[src/rtl/skid_buffer_pkg.sv]
// Shared types for the two-entry skid buffer: FSM state encoding and occupancy decode.
package skid_buffer_pkg;

  typedef enum logic [1:0] {
    EMPTY = 2'd0,
    ONE   = 2'd1,
    FULL  = 2'd2
  } state_t;

  function automatic logic [1:0] occupancy(input state_t s);
    case (s)
      ONE:     occupancy = 2'd1;
      FULL:    occupancy = 2'd2;
      default: occupancy = 2'd0;
    endcase
  endfunction

endpackage

[src/rtl/flopen.sv]
// Enabled data register without reset; holds its value while en is low.
module flopen #(
  parameter int WIDTH = 8
) (
  input  logic             clk,
  input  logic             en,
  input  logic [WIDTH-1:0] d,
  output logic [WIDTH-1:0] q
);

  // NOTE: payload storage is deliberately not reset; the FSM state alone marks it valid or stale.
  always_ff @(posedge clk) begin
    if (en) q <= d;
  end

endmodule

[src/rtl/skid_buffer.sv]
// Two-entry valid/ready skid buffer; in_ready decodes from state only, never from out_ready.
// Optional flush input is compiled in when SKID_BUFFER_FLUSH_EN is defined.
module skid_buffer
  import skid_buffer_pkg::*;
#(
  parameter int WIDTH = 8
) (
  input  logic             clk,
  input  logic             reset,
  input  logic             in_valid,
  output logic             in_ready,
  input  logic [WIDTH-1:0] in_data,
  output logic             out_valid,
  input  logic             out_ready,
  output logic [WIDTH-1:0] out_data,
  output logic [1:0]       count
`ifdef SKID_BUFFER_FLUSH_EN
  ,
  input  logic             flush
`endif
);

  state_t           state, next_state;
  logic             push, pop;
  logic             main_en, skid_en;
  logic [WIDTH-1:0] main_d, skid_q;

  assign out_valid = (state != EMPTY);
  assign in_ready  = (state != FULL);
  assign count     = occupancy(state);

  assign push = in_valid & in_ready;
  assign pop  = out_valid & out_ready;

  // NOTE: sequential state uses non-blocking assignments so every flop samples pre-edge values.
  always_ff @(posedge clk or posedge reset) begin
    if (reset) state <= EMPTY;
    else       state <= next_state;
  end

  // NOTE: every output of this block gets a default first, so no path can infer a latch.
  always_comb begin
    next_state = state;
    main_en    = 1'b0;
    skid_en    = 1'b0;
    case (state)
      EMPTY: begin
        if (push) begin
          next_state = ONE;
          main_en    = 1'b1;
        end
      end
      ONE: begin
        if (push && pop) begin
          main_en = 1'b1;
        end else if (push) begin
          next_state = FULL;
          skid_en    = 1'b1;
        end else if (pop) begin
          next_state = EMPTY;
        end
      end
      FULL: begin
        if (pop) begin
          next_state = ONE;
          main_en    = 1'b1;
        end
      end
      default: next_state = EMPTY;
    endcase
`ifdef SKID_BUFFER_FLUSH_EN
    // Register writes in a flush cycle are harmless: EMPTY marks the contents stale.
    if (flush) next_state = EMPTY;
`endif
  end

  // Refilling main from skid keeps the older beat at the head of the queue.
  assign main_d = (state == FULL) ? skid_q : in_data;

  flopen #(.WIDTH(WIDTH)) u_main (
    .clk (clk),
    .en  (main_en),
    .d   (main_d),
    .q   (out_data)
  );

  flopen #(.WIDTH(WIDTH)) u_skid (
    .clk (clk),
    .en  (skid_en),
    .d   (in_data),
    .q   (skid_q)
  );

endmodule
[config.mk]
export PLATFORM = sky130hd
export DESIGN_NAME = skid_buffer
export DESIGN_NICKNAME = d
export VERILOG_FILES = /design/src/rtl/skid_buffer_pkg.sv /design/src/rtl/flopen.sv /design/src/rtl/skid_buffer.sv
export SDC_FILE = /design/constraint.sdc
export NUM_CORES = 1
export LEC_CHECK = 0
export ABC_AREA = 1
export CAP_MARGIN = 20
export CORE_MARGIN = 8
export CORE_UTILIZATION = 43
export DETAILED_ROUTE_END_ITERATION = 16
export PLACE_DENSITY = 0.8
export SLEW_MARGIN = 0
export SYNTH_ARGS = -nofsm -noshare
export SYNTH_HDL_FRONTEND = slang
export SYNTH_SLANG_ARGS = --single-unit
[constraint.sdc]
create_clock -name clk -period 1.6 [get_ports clk]
set_input_delay 0.32 -clock clk [delete_from_list [all_inputs] [get_ports clk]]
set_output_delay 0.32 -clock clk [all_outputs]
set_load 0.02 [all_outputs]
==> impl_metrics.env <==
export IMPL_status="complete, no violations"
export IMPL_yosysTopAreaCellShare_pct=66.55
export IMPL_synth_edf_count=16
export IMPL_worstPathRequired_ps=1280
export IMPL_fin_util_pct=64.09
export IMPL_area_growth_pct=46.62
export IMPL_die_h_um=56.98
export IMPL_hold_violations=0
export IMPL_first_pass_iters=4
export IMPL_ys_ff_latch=18
export IMPL_cts_setup_buffers=0
export IMPL_seqPwrFrac_pct=51.4
export IMPL_finalPower_mw=1.138
export IMPL_fillers=143
export IMPL_r2r_start="state[0]"
export IMPL_tns_ps=0
export IMPL_layout_drive_gt1_share_pct=20.00
export IMPL_reg2reg_depth=6
export IMPL_drt_total_wl_um=1525
export IMPL_antenna_found_initial=0
export IMPL_clkLatencyLatePin_ps=290
export IMPL_synth_seq_area_share_pct=73.48
export IMPL_clkTransAtPathRegs_ps=100
export IMPL_swShare_pct=26.60
export IMPL_syn_nets=77
export IMPL_p_comb_share_pct=24.5
export IMPL_yosysMostFrequentCell="nand2_1"
export IMPL_core_area_um2=1652
export IMPL_remaining_drc_errors=0
export IMPL_max_slew_margin_pct=78.94
export IMPL_clockPowerShare_pct=24.1
export IMPL_critPathCaptureType="output port"
export IMPL_port_buffers=23
export IMPL_dpl_hpwl_um=1250
export IMPL_clock_sinks=18
export IMPL_vias=541
export IMPL_gp_congestion=0.7545
export IMPL_dr_first_iter_drc_count=26
export IMPL_crit_fanout=5
export IMPL_fin_nets=113
export IMPL_cp_arrival_ps=1240
export IMPL_ant_nets=0
export IMPL_switching_power_mw=0.3026
export IMPL_ys_types=10
export IMPL_worst_pin_slew_ps=315.6
export IMPL_period_needed_ps=1558
export IMPL_start_util_pct=43.71
export IMPL_grt_pass1_wl_um=2518
export IMPL_post_drt_via_cell_ratio=4.624
export IMPL_htree_levels=1
export IMPL_dieArea_um2=3246
export IMPL_holdWs_ps=176.6
export IMPL_synthCells=65
export IMPL_start_kind="flop"
export IMPL_cts_buffers=3
export IMPL_ctsHoldBuffers=0
export IMPL_r2r_setup_slack_ps=120
export IMPL_critPathLaunch="state[1]"
export IMPL_avgSynthCellArea_um2=11.11
export IMPL_power_leakage_nw=0.4803
export IMPL_reg2reg_to="u_main.q[1]"
export IMPL_antenna_cells=0
export IMPL_synth_top_cell_by_area="edfxtp_1"
export IMPL_drv_cap=0
export IMPL_grt_max_degree=11
export IMPL_synth_area_leaders="edfxtp_1 67%, nand2_1 15%, dfrtp_1 6.9%, inv_1 4.2%, nor2_1 2.1%"
export IMPL_p_int_mw=0.8349
export IMPL_cts_path_max_buffers=2
export IMPL_setup_viol=0
export IMPL_rsz0062_at_grt="yes"
export IMPL_criticalPathCategory="reg2out"
export IMPL_fp_dieW_um=56.98
export IMPL_grt_pass1_vias=581
export IMPL_ys_async_sr_fraction_pct=11.11
export IMPL_cts_tree="built"
export IMPL_grt_remaining_overflow=0
export IMPL_max_freq_ghz=0.6420
export IMPL_synth_ff_type="edfxtp_1"
export IMPL_min_path_type="in2async"
export IMPL_io_pins=24
export IMPL_finalCritPeriodShare_pct=97.35
export IMPL_slew_violations=0
export IMPL_grt_usage_pct=9.708
export IMPL_skew_ps=5.027
export IMPL_rows=15
export IMPL_cts_root_buf="clkbuf_4"
export IMPL_syn_area_um2=721.9
export IMPL_wire_per_inst_um=13.03
export IMPL_ir_worst_vdd_mv=0.5481
export IMPL_yosysWarnings=0
export IMPL_synth_top_cells_by_count="29 x nand2_1, 16 x edfxtp_1, 8 x inv_1"
export IMPL_power_density_nw_per_um2=1075
timing repair:
action,CTS,global route
pin swaps,0,0
setup endpoints to repair,4,2
gates cloned,0,0
gates resized for setup,7,3
area by class of cell:
cell class / instances / area [µm²] / area share, %
clock buffer: 4 / 36.28 / 3.428
multi-input combinational: 37 / 151.4 / 14.30
sequential: 18 / 530.5 / 50.12
tap: 17 / 21.27 / 2.009
timing repair buffer: 32 / 285.3 / 26.95
inverter: 9 / 33.78 / 3.191
cells by family (layout without fill, tap and decap cells):
logic type      Yosys count  count (layout)  synth area share [%]
compound gates            1               1                0.6926
buf+inv                  10              45                 6.239
flops                    18              18                 73.48
simple gates             36              36                 19.58
power by group through the flow:
stage                     registers [mW]  clock network (mW)  logic (mW)
after floorplan                    0.627                   0      0.0981
after global placement             0.593                   0       0.285
after detailed placement           0.595                   0       0.294
after CTS                          0.585               0.283       0.286
after global routing               0.588               0.299       0.301
final                              0.585               0.274       0.278
state kept, by name, indices dropped and copies added, names as in the netlist:
signal / flops
u_main.q: 8
u_skid.q: 8
state: 2
worst max-delay path, stage by stage, from the launching register on:
cell	delay, ps
dfrtp_1	450
nand2_2	150
dlygate4sd2_1	350
layout by cell type (no fill, tap or decap):
master,netlist,final
nor2_1,4,2
edfxtp_1,16,16
nand2_1,29,29
dlygate4sd2_1,0,2
buf_2,0,1
clkbuf_2,0,1
inv_1,8,8
clkbuf_4,0,3
o21ai_0,1,1
dfrtp_1,2,2
buf_4,0,9
nand2_2,2,2
clkbuf_8,0,1
nand3_1,1,1
nor2_2,0,2
inv_2,1,1
clkdlybuf4s50_1,0,19
layer usage:
| layer | up-vias | track usage (%) | share of wire [%] | routed length [µm] |
|---|---|---|---|---|
| met3 | 2 | 3.104 | 6.2 | 94 |
| met2 | 14 | 18.14 | 56 | 854 |
| met4 | 0 | 5.034 | 0.79 | 12 |
| met1 | 250 | 9.017 | 37 | 563 |
| li1 | 275 | - | - | - |
| met5 | - | 0 | 0 | 0 |
per-stage QoR:
stage                     worst slack [ps]  cell area [µm²]  instances
after floorplan                      108.2            724.4         65
after global placement               54.01             1032        113
after detailed placement             6.257             1032        113
after CTS                            9.121             1067        117
after global routing                -6.151             1059        117
final                                42.42             1059        117
worst max path at each step:
| stage | endpoint | slack (ps) | depth (start not counted) |
|---|---|---|---|
| 6_report | in_ready | 40 | 2 |
| 5_1_grt | in_ready | -6 | 3 |
| 2_1_floorplan | u_skid.q[0] | 110 | 3 |
| 3_3_place_gp | u_main.q[5] | 50 | 5 |
| 3_5_place_dp | u_main.q[5] | 6 | 5 |
| 4_1_cts | out_valid | 9 | 3 |
No activity file was read; power rests on OpenSTA's default activity.
